## config.mk

```make
export PLATFORM = sky130hd
export DESIGN_NAME = lsu_mem_ctrl_flat
export DESIGN_NICKNAME = d
export VERILOG_FILES = /design/src/rtl/lsu_mem_ctrl_if.sv /design/src/rtl/lsu_mem_ctrl.sv /design/src/flat_wrapper.sv
export SDC_FILE = /design/constraint.sdc
export NUM_CORES = 1
export LEC_CHECK = 0
export BUFFER_PORTS_ARGS = -buffer_cell sky130_fd_sc_hd__clkbuf_2
export CORE_ASPECT_RATIO = 1.4
export CORE_MARGIN = 2
export CORE_UTILIZATION = 49
export DETAILED_ROUTE_END_ITERATION = 10
export GPL_TIMING_DRIVEN = 1
export PLACE_DENSITY = 0.76
export REMOVE_ABC_BUFFERS = 1
export SYNTH_ARGS = -nofsm -noshare
export SYNTH_HDL_FRONTEND = slang
export SYNTH_SLANG_ARGS = --single-unit
```

## constraint.sdc

```tcl
create_clock -name clk -period 6.3 [get_ports clk]
set_input_delay 1.89 -clock clk [delete_from_list [all_inputs] [get_ports clk]]
set_output_delay 1.89 -clock clk [all_outputs]
set_load 0.05 [all_outputs]
```

## src/rtl/lsu_mem_ctrl_if.sv

```systemverilog
// rtl/lsu_mem_ctrl_if.sv - word-wide data bus between the LSU and memory
interface lsu_mem_ctrl_if;
    logic        bus_req;
    logic        bus_we;
    logic [31:0] bus_addr;
    logic [31:0] bus_wdata;
    logic [3:0]  bus_be;
    logic        bus_ack;
    logic [31:0] bus_rdata;

    modport master (
        output bus_req,
        output bus_we,
        output bus_addr,
        output bus_wdata,
        output bus_be,
        input  bus_ack,
        input  bus_rdata
    );

    modport slave (
        input  bus_req,
        input  bus_we,
        input  bus_addr,
        input  bus_wdata,
        input  bus_be,
        output bus_ack,
        output bus_rdata
    );
endinterface

```

## src/rtl/lsu_mem_ctrl.sv

```systemverilog
// rtl/lsu_mem_ctrl.sv - load/store unit driving an aligned word bus with req/ack handshake
module lsu_mem_ctrl #(
    parameter int BUS_TIMEOUT = 15
) (
    input  logic                  clk,
    input  logic                  rst,
    input  logic                  mem_rd,
    input  logic                  mem_wr,
    input  logic [2:0]            func3,
    input  logic [31:0]           addr,
    input  logic [31:0]           wr_data,
    output logic [31:0]           rd_data,
    output logic                  stall,
    output logic                  misalign,
    output logic                  bus_err,
    lsu_mem_ctrl_if.master        bus
);

    localparam logic [1:0] S_IDLE = 2'd0;
    localparam logic [1:0] S_REQ  = 2'd1;
    localparam logic [1:0] S_DONE = 2'd2;

    localparam logic [7:0] TO_LAST = 8'(BUS_TIMEOUT - 1);

    logic [1:0]  state;
    logic [7:0]  cnt;
    logic [2:0]  f3_q;
    logic [1:0]  lane_q;
    logic        we_q;
    logic [31:0] addr_q;
    logic [31:0] wdata_q;
    logic [3:0]  be_q;

    logic        access;
    logic        legal;
    logic        start;
    logic [3:0]  be_next;
    logic [31:0] wdata_next;

    assign access = mem_rd | mem_wr;

    // A simultaneous read and write request is decoded with store rules.
    always_comb begin
        legal = 1'b0;
        if (mem_wr) begin
            case (func3)
                3'b000:  legal = 1'b1;
                3'b001:  legal = ~addr[0];
                3'b010:  legal = (addr[1:0] == 2'b00);
                default: legal = 1'b0;
            endcase
        end else begin
            case (func3)
                3'b000, 3'b100: legal = 1'b1;
                3'b001, 3'b101: legal = ~addr[0];
                3'b010:         legal = (addr[1:0] == 2'b00);
                default:        legal = 1'b0;
            endcase
        end
    end

    always_comb begin
        be_next    = 4'b1111;
        wdata_next = '0;
        if (mem_wr) begin
            case (func3)
                3'b000: begin
                    be_next    = 4'b0001 << addr[1:0];
                    wdata_next = {4{wr_data[7:0]}};
                end
                3'b001: begin
                    be_next    = 4'b0011 << {addr[1], 1'b0};
                    wdata_next = {2{wr_data[15:0]}};
                end
                default: begin
                    be_next    = 4'b1111;
                    wdata_next = wr_data;
                end
            endcase
        end
    end

    assign start    = ~rst & (state == S_IDLE) & access & legal;
    assign misalign = ~rst & (state == S_IDLE) & access & ~legal;
    assign stall    = ~rst & ((state == S_REQ) | start);

    assign bus.bus_req   = (state == S_REQ);
    assign bus.bus_we    = we_q;
    assign bus.bus_addr  = addr_q;
    assign bus.bus_wdata = wdata_q;
    assign bus.bus_be    = be_q;

    function automatic logic [31:0] load_ext(input logic [2:0]  f3,
                                             input logic [1:0]  lane,
                                             input logic [31:0] d);
        logic [7:0]  b;
        logic [15:0] h;
        b = d[{lane, 3'b000} +: 8];
        h = lane[1] ? d[31:16] : d[15:0];
        case (f3)
            3'b000:  load_ext = {{24{b[7]}}, b};
            3'b001:  load_ext = {{16{h[15]}}, h};
            3'b100:  load_ext = {24'h0, b};
            3'b101:  load_ext = {16'h0, h};
            default: load_ext = d;
        endcase
    endfunction

    always_ff @(posedge clk or posedge rst) begin
        if (rst) begin
            state   <= S_IDLE;
            cnt     <= '0;
            f3_q    <= '0;
            lane_q  <= '0;
            we_q    <= 1'b0;
            addr_q  <= '0;
            wdata_q <= '0;
            be_q    <= '0;
            rd_data <= '0;
            bus_err <= 1'b0;
        end else begin
            bus_err <= 1'b0;
            case (state)
                S_IDLE: begin
                    cnt <= '0;
                    if (start) begin
                        addr_q  <= {addr[31:2], 2'b00};
                        lane_q  <= addr[1:0];
                        f3_q    <= func3;
                        we_q    <= mem_wr;
                        be_q    <= be_next;
                        wdata_q <= wdata_next;
                        state   <= S_REQ;
                    end else if (misalign && !mem_wr) begin
                        rd_data <= '0;
                    end
                end
                S_REQ: begin
                    // An ack arriving in the final timeout cycle still completes normally.
                    if (bus.bus_ack) begin
                        if (!we_q)
                            rd_data <= load_ext(f3_q, lane_q, bus.bus_rdata);
                        cnt   <= '0;
                        state <= S_DONE;
                    end else if (cnt == TO_LAST) begin
                        if (!we_q)
                            rd_data <= '0;
                        bus_err <= 1'b1;
                        cnt     <= '0;
                        state   <= S_DONE;
                    end else begin
                        cnt <= cnt + 8'd1;
                    end
                end
                S_DONE:  state <= S_IDLE;
                default: state <= S_IDLE;
            endcase
        end
    end

endmodule

```

## src/flat_wrapper.sv

```systemverilog
// flat-port wrapper written by rule: the top's interface ports become plain ports
module lsu_mem_ctrl_flat 
#(
    parameter int BUS_TIMEOUT = 15
)
  (clk, rst, mem_rd, mem_wr, func3, addr, wr_data, rd_data, stall, misalign, bus_err, bus_bus_req, bus_bus_we, bus_bus_addr, bus_bus_wdata, bus_bus_be, bus_bus_ack, bus_bus_rdata);
  lsu_mem_ctrl_if bus_i ();
  input  logic clk;
  input  logic rst;
  input  logic mem_rd;
  input  logic mem_wr;
  input  logic [2:0] func3;
  input  logic [31:0] addr;
  input  logic [31:0] wr_data;
  output logic [31:0] rd_data;
  output logic stall;
  output logic misalign;
  output logic bus_err;
  output wire logic [$bits(bus_i.bus_req)-1:0] bus_bus_req;
  output wire logic [$bits(bus_i.bus_we)-1:0] bus_bus_we;
  output wire logic [$bits(bus_i.bus_addr)-1:0] bus_bus_addr;
  output wire logic [$bits(bus_i.bus_wdata)-1:0] bus_bus_wdata;
  output wire logic [$bits(bus_i.bus_be)-1:0] bus_bus_be;
  input wire logic [$bits(bus_i.bus_ack)-1:0] bus_bus_ack;
  input wire logic [$bits(bus_i.bus_rdata)-1:0] bus_bus_rdata;
  assign bus_bus_req = bus_i.bus_req;
  assign bus_bus_we = bus_i.bus_we;
  assign bus_bus_addr = bus_i.bus_addr;
  assign bus_bus_wdata = bus_i.bus_wdata;
  assign bus_bus_be = bus_i.bus_be;
  assign bus_i.bus_ack = bus_bus_ack;
  assign bus_i.bus_rdata = bus_bus_rdata;
  lsu_mem_ctrl #(.BUS_TIMEOUT(BUS_TIMEOUT)) u_core (.clk(clk), .rst(rst), .mem_rd(mem_rd), .mem_wr(mem_wr), .func3(func3), .addr(addr), .wr_data(wr_data), .rd_data(rd_data), .stall(stall), .misalign(misalign), .bus_err(bus_err), .bus(bus_i));
endmodule
```

==> summary.md, run 1 <==
| Metric | Value |
|---|---|
| Post-DP HPWL | `10200 um` |
| Post-synth top flop | `dfrtp_1` |
| Kind of critical path | `input port to output pin` |
| CTS sink cnt | `115` |
| Clock transition at path regs | `roughly 0.050 ns` |
| TritonCTS Buffers | `17` |
| Slew Viols, Final | `0` |
| Clock skew | `0.00822 ns` |
| Syn Inst Count | `483` |
| Clk_lat worst skew | `0.41 ns` |
| Root Driver | `clkbuf_16` |
| Fin crit share | `0.849` |
| GRT Residual Overflow | `0` |
| Total negative slack | `0 ns` |
| Clk buf depth | `2` |
| Die Area | `11900 um2` |
| Vias in the first global route | `4630` |
| Routability cong. | `about 0.82` |
| Via count | `4637` |
| MaxCap Viol Count | `0` |
| Synthesis warning total | `0` |
| Filler Cell Count | `860` |
| DR WL/cell | `17.2 um` |
| Total wire length | `14400 um` |
| Overall power | `3.63 mW` |
| Commonest non-fill, non-tap cell in the layout | `clkbuf_2` |
| Max Fclk | `187 MHz` |
| GRT Total Usage | `0.245` |
| Port-buffer cells | `206` |
| Post-DR vias/cell | `5.57` |
| Tmin final | `5.35 ns` |
| CTS H-tree depth | `4` |
| First-pass GRT wire length | `22700 um` |
| Layout cell share with drive strength beyond 1 | `0.406` |
| Share of the synthesized area in the top cell type | `0.532` |
| #FFs+latches synth | `115` |
| Ranking of synthesized cells by area | `dfrtp_1 53%, mux2i_1 9.3%, mux2_2 6.2%` |
| Register area | `roughly 2900 um2` |
| Site Rows | `45` |
| Worst-path fanout max | `15` |
| Pre-antenna DRT Iters | `5` |
| Post-cts sizing count | `0` |
| N_diodes | `0` |
| Endpoints failing hold | `0` |
| Drt drc | `0` |
| Lkg Pwr | `3.62 nW` |
| Synthesized area per cell | `11.2 um2` |
| Hold WS | `0.482 ns` |
| Outcome | `complete, no violations` |
| Initial antenna violation count | `0` |
| Antenna-violating nets left | `0` |
| Yosys cell types | `45` |
| CP Launch Type | `input port` |
| PD cells | `roughly 510 nW/um2` |
| Post-Syn Area | `5410 um2` |
| Post-layout net count | `785` |
| Initial Util | `0.500` |
| Core Util, Final | `0.660` |
| Number of flops mapped to enable cells by yosys | `0` |
| RSZ-0062 raised after global routing | `false` |
| Worst Path Arrival | `3.46 ns` |
| Multi-input combinational cell area | `2320 um2` |
| Register area share after synthesis | `0.532` |
| DRT iter0 DRCs | `204` |
| DIE HEIGHT | `about 130 um` |
| Slew margin rel. | `0.275` |
| Num ports | `209` |
| Ys async rst share | `1.00` |
| Crit end category | `output pin` |
| Cell taking the most area after synthesis | `dfrtp_1` |
| Core area | `10800 um2` |
| Hold_buf cts | `0` |
| Synth-to-layout area growth | `31.9%` |
| Die width | `between 90 and 100 um` |
| Post-CTS setup buffer count | `0` |
| TritonCTS clock tree | `built` |
| Setup violators final | `0` |
| Worst Hold Class | `flop to flop` |
| Most frequent cells in the layout | `206 x clkbuf_2, 115 x dfrtp_1, 65 x nand2_1, 50 x mux2i_1, 37 x o21ai_0` |
| Worst slew pin tran | `between 1 and 1.5 ns` |
| Largest net degree at the start of global routing | `112` |
| Maximum VDD drop | `0.317 mV` |
| CP Data Required Time | `approximately 4.4 ns` |
==> worst max-delay path, stage by stage <==
cell and delay [ns]:
clkbuf_2 0.29, a221oi_1 0.70, o221ai_4 0.16, o21ai_0 0.10, clkbuf_2 0.30
==> per-stage QoR <==
| step | area [um2] | instances | setup slack (ns) |
|---|---|---|---|
| 6_report | 7140 | 833 | 0.949 |
| 3_3_place_gp | 6520 | 801 | 1.01 |
| 5_1_grt | 7140 | 833 | 0.881 |
| 3_5_place_dp | 6520 | 801 | 0.942 |
| 4_1_cts | 7140 | 833 | 0.941 |
| 2_1_floorplan | 5250 | 448 | -4.52 |
==> where the power goes <==
group / switching [mW] / internal (mW)
Combinational: 1.11 / 0.384
Clock: 0.358 / 0.638
Sequential: 0.166 / 0.969
==> area by class of cell <==
| type | instances | share of cell area |
|---|---|---|
| clock buffer | 18 | 0.0615 |
| inverter | 18 | 0.00982 |
| sequential | 115 | 0.403 |
| multi-input combinational | 315 | 0.325 |
| tap | 141 | 0.0247 |
| timing repair buffer | 212 | 0.151 |
| clock inverter | 14 | 0.0249 |
==> synth_stat cells, types with 2 or more instances <==
cell type  number
buf_2          14
mux2_1          4
nor3_1          4
a21o_1          3
and3b_1         2
o21ai_0        37
buf_1           3
a32o_1          8
inv_1          17
mux2_2         30
nor2_1         10
a221o_1        16
buf_4           4
clkbuf_1       14
o211ai_1        8
ha_1            2
nor2b_1         9
o221ai_1        9
nand2b_1       11
mux2i_1        50
a21oi_1         9
nand2_1        65
nand3_1         3
o31ai_1        16
dfrtp_1       115
==> flip-flops by register name (all words and copies together), names as in the netlist, 2 cells and up <==
name and cells:
u_core.bus.bus_addr 30, u_core.bus.bus_be 4, u_core.bus.bus_wdata 32, u_core.cnt 8
u_core.f3_q 3, u_core.lane_q 2, u_core.rd_data 32, u_core.state 2
==> per-layer routing <==
metal	vias to the layer above	global-route usage	part of all wire
li1	2139	-	-
met1	2260	0.286	0.38
met2	219	0.436	0.53
met3	19	0.0609	0.072
met4	0	0.0891	0.016
met5	-	0	0
==> logic make-up after synthesis <==
group / Yosys count / share of synthesized area
xor gates and xnor gates: 1 / 0.00162
DFF: 115 / 0.532
AOI/OAI and AO/OA: 113 / 0.150
other: 1 / 0.000693
buffers and inverters: 54 / 0.0437
muxes: 85 / 0.167
and+or+nand+nor: 112 / 0.100
adders and majority gates: 2 / 0.00462
==> path summary, 6_finish.rpt <==
path / from / end / slack, ns / depth (start not counted)
max: func3[0] / stall / 0.95 / 5
min: u_core.bus.bus_wdata[19]$_DFFE_PP0P_ / u_core.bus.bus_wdata[19]$_DFFE_PP0P_ / 0.48 / 2
min reg2reg: u_core.bus.bus_wdata[19]$_DFFE_PP0P_ / u_core.bus.bus_wdata[19]$_DFFE_PP0P_ / 0.48 / 2
max in group asynchronous: rst / u_core.bus.bus_wdata[15]$_DFFE_PP0P_ / 3.52 / 3
max reg2reg: u_core.lane_q[1]$_DFFE_PP0P_ / u_core.rd_data[14]$_DFFE_PP0P_ / 3.70 / 4
min in group asynchronous: rst / u_core.state[0]$_DFFE_PP0P_ / 1.67 / 2
No activity file was read; power rests on OpenSTA's default activity.
==> run 2: changes to the inputs <==
--- a/config.mk
+++ b/config.mk
@@ -8,10 +8,10 @@
 export BUFFER_PORTS_ARGS = -buffer_cell sky130_fd_sc_hd__clkbuf_2
 export CORE_ASPECT_RATIO = 1.4
 export CORE_MARGIN = 2
-export CORE_UTILIZATION = 49
+export CORE_UTILIZATION = 44
 export DETAILED_ROUTE_END_ITERATION = 10
 export GPL_TIMING_DRIVEN = 1
-export PLACE_DENSITY = 0.76
+export PLACE_DENSITY = 0.72
 export REMOVE_ABC_BUFFERS = 1
 export SYNTH_ARGS = -nofsm -noshare
 export SYNTH_HDL_FRONTEND = slang
==> constraint.sdc (replaced) <==
create_clock -name clk -period 4.3 [get_ports clk]
set_input_delay 1.29 -clock clk [delete_from_list [all_inputs] [get_ports clk]]
set_output_delay 1.29 -clock clk [all_outputs]
set_load 0.05 [all_outputs]
==> run 2 against run 1 <==
  * Combinational power grew 48%
  * Sequential cell count is the same
  * Cell area is essentially flat
  * Total power grew 43%
  * Worst hold slack lost 0.00096 ns
  * Global-route usage shrank 1.8 points
  * Count of clock-buffer cells in the layout shrank 1
  * Non-clock buffer count grew 3
  * Sequential share of layout area is essentially flat
  * Critical path depth is the same
  * Largest cell class unchanged
  * Clock skew grew 0.00058 ns
==> summary.md, run 2 (same netlist as run 1, synthesis figures left out) <==
| Metric | Value |
|---|---|
| Outcome | `complete, no violations` |
| Layout cell share with drive strength beyond 1 | `0.409 (+0.00256)` |
| TritonCTS clock tree | `built` |
| R2r setup slk | `1.79 ns (-1.91 ns)` |
| Antenna-violating nets left | `0 (unchanged)` |
| Initial antenna violation count | `0 (unchanged)` |
| DIE HEIGHT | `135 um (+5.4%)` |
| Most frequent cells in the layout | `205 x clkbuf_2, 115 x dfrtp_1, 65 x nand2_1, 50 x mux2i_1, 37 x o21ai_0` |
| Post-route setup slack | `0.509 ns (-0.440 ns)` |
| DR WL/cell | `17.4 um (+0.87%)` |
| Total wire length | `14600 um (+2.0%)` |
| N_diodes | `0 (unchanged)` |
| CTS H-tree depth | `4 (unchanged)` |
| MaxCap Viol Count | `0 (unchanged)` |
| RSZ-0062 raised after global routing | `false` |
| Part of the power in the clock network | `0.256 (-0.019)` |
| Die Area | `13200 um2 (+11%)` |
| Drt drc | `0 (unchanged)` |
| CP bufs+invs | `2 (unchanged)` |
| Crit-path slowest cell | `a221oi_1` |
| Total negative slack | `0 ns (unchanged)` |
| Reg2reg end | `u_core.rd_data[10]$_DFFE_PP0P_` |
| DRT iter0 DRCs | `175 (-14%)` |
| Kind of critical path | `input port to output pin` |
| Commonest non-fill, non-tap cell in the layout | `clkbuf_2` |
| TritonCTS Buffers | `17 (unchanged)` |
| Switching Fraction | `0.463 (+0.0117)` |
| Core area | `11900 um2 (+10%)` |
| Max Fclk | `264 MHz` |
| Critical Path Start | `func3[0]` |
| Root Driver | `clkbuf_16` |
| Post-DR vias/cell | `5.47 (-1.7%)` |
| CP Data Required Time | `3.01 ns (-1.40 ns)` |
| Maximum VDD drop | `0.333 mV (+4.9%)` |
| FF-to-FF path depth | `4 (unchanged)` |
| Stages on worst setup path | `5 (unchanged)` |
| CTS sink cnt | `115 (unchanged)` |
| GRT Residual Overflow | `0 (unchanged)` |
| Worst-path fanout max | `6 (-9)` |
| Worst Path Arrival | `2.50 ns (-0.96 ns)` |
| CP Launch Type | `input port` |
| GRT Total Usage | `0.226 (-0.0184)` |
| Worst slew pin tran | `1.06 ns (-0.0273 ns)` |
| Post-CTS setup buffer count | `0 (unchanged)` |
| Clk_lat worst skew | `0.41 ns (about the same)` |
| Hold WS | `0.481 ns (-0.000961 ns)` |
| Hold_buf cts | `0 (unchanged)` |
| Sw Pwr | `2.40 mW (+47%)` |
| Die width | `97.7 um (+5.3%)` |
| First-pass GRT wire length | `23700 um (+4.7%)` |
| Via count | `4606 (-0.67%)` |
| Site Rows | `47 (+4.4%)` |
| Post-cts sizing count | `0 (unchanged)` |
| Slew Viols, Final | `0 (unchanged)` |
| Port-buffer cells | `206 (unchanged)` |
| Largest net degree at the start of global routing | `96 (-14%)` |
| Synth-to-layout area growth | `31.9% (about the same)` |
| Worst Hold Class | `flop to flop` |
| Clock transition at path regs | `0.06 ns (about the same)` |
| Worst R2R Start | `u_core.lane_q[1]$_DFFE_PP0P_` |
| DP Area | `6580 um2 (+0.88%)` |
| Post-DP HPWL | `10500 um (+3.0%)` |
| Crit end category | `output pin` |
| Post-layout net count | `788 (+0.38%)` |
| Initial Util | `0.453 (-0.0473)` |
| Sequential Power Share | `0.320 (+0.007)` |
| Worst setup endpoint | `stall` |
| Lkg Pwr | `3.60 nW (-0.46%)` |
| Crit-path cells | `clkbuf_2, a221oi_1, o221ai_4, o21ai_0, buf_12` |
| Num ports | `209 (unchanged)` |
| Slew margin rel. | `0.293 (+0.0182)` |
| Pre-antenna DRT Iters | `4 (-1)` |
| Tmin final | `3.79 ns` |
| Endpoints failing hold | `0 (unchanged)` |
| Overall power | `5.18 mW (+43%)` |
| Dpl ws | `0.484 ns (-0.459 ns)` |
| PD cells | `726 nW/um2 (+43%)` |
| CP delay by family, top | `compound AO/OA/AOI/OAI gates` |
| Max incr delay on CP | `0.50 ns (-0.20 ns)` |
| Fin crit share | `0.882` |
| Clk buf depth | `2 (unchanged)` |
| Vias in the first global route | `4763 (+2.9%)` |
| Clock skew | `0.00880 ns (+0.000580 ns)` |
| Routability cong. | `0.827 (+0.77%)` |
| Design area | `7140 um2 (about the same)` |
| Gate power share | `0.424 (+0.012)` |
| Setup violators final | `0 (unchanged)` |
| Cell Int Power | `2.78 mW (+40%)` |
[run 2: cell count changes in the layout (fill, tap and decap cells not counted), sizes merged]
cell / change
clkinvlp: +4
buf: +4
inv: -1
bufinv: -2
clkbuf: -2
[run 2: cell type report]
| type | count | area [um2] |
|---|---|---|
| Timing Repair Buffer | 215 | 1130 |
| Inverter | 18 | 70.1 |
| Tap cell | 147 | 184 |
| Clock inverter | 15 | 135 |
| Multi-Input combinational cell | 315 | 2320 |
| Fill cell | 1033 | 4800 |
| Sequential cell | 115 | 2880 |
| Clock buffer | 17 | 425 |
[run 2: worst min-delay path by stage]
stage	end	slack, ns	cells past startpoint	startpoint
2_1_floorplan	u_core.cnt[7]$_DFFE_PP0P_	0.48	2	u_core.cnt[7]$_DFFE_PP0P_
3_3_place_gp	u_core.bus.bus_wdata[5]$_DFFE_PP0P_	0.46	2	u_core.bus.bus_wdata[5]$_DFFE_PP0P_
3_5_place_dp	u_core.bus.bus_wdata[16]$_DFFE_PP0P_	0.47	2	u_core.bus.bus_wdata[16]$_DFFE_PP0P_
4_1_cts	u_core.bus.bus_wdata[7]$_DFFE_PP0P_	0.49	2	u_core.bus.bus_wdata[7]$_DFFE_PP0P_
5_1_grt	u_core.bus.bus_wdata[12]$_DFFE_PP0P_	0.50	2	u_core.bus.bus_wdata[12]$_DFFE_PP0P_
6_report	u_core.bus.bus_wdata[25]$_DFFE_PP0P_	0.48	2	u_core.bus.bus_wdata[25]$_DFFE_PP0P_
[run 2: routing by layer]
metal / track usage / routed length (um) / vias to the layer above
met5: 0 / 0 / -
li1: - / - / 2149
met4: 0.0779 / 289 / 0
met3: 0.0691 / 1060 / 25
met1: 0.263 / 5770 / 2242
met2: 0.398 / 7520 / 190
[run 2: worst register-to-register path: cells and delay by family, from the launching register on]
kind | cells | cell delay [ns]
AOI/OAI and AO/OA | 3 | 0.94
DFF | 1 | 0.83
muxes | 1 | 0.62
[run 2: metrics by stage]
stage,std cells,utilization
after floorplan,448,-
after global placement,810,0.551
after detailed placement,810,0.551
after CTS,842,0.598
after global routing,842,0.598
final,842,0.598
[run 2: power by group through the flow]
stage               combinational [mW]  sequential (mW)  clock, mW
global placement                  2.18             1.65          0
CTS                               2.22             1.66       1.35
finish                            2.20             1.66       1.33
detailed placement                2.22             1.67          0
global route                      2.31             1.71       1.40
floorplan                        0.528             2.76          0
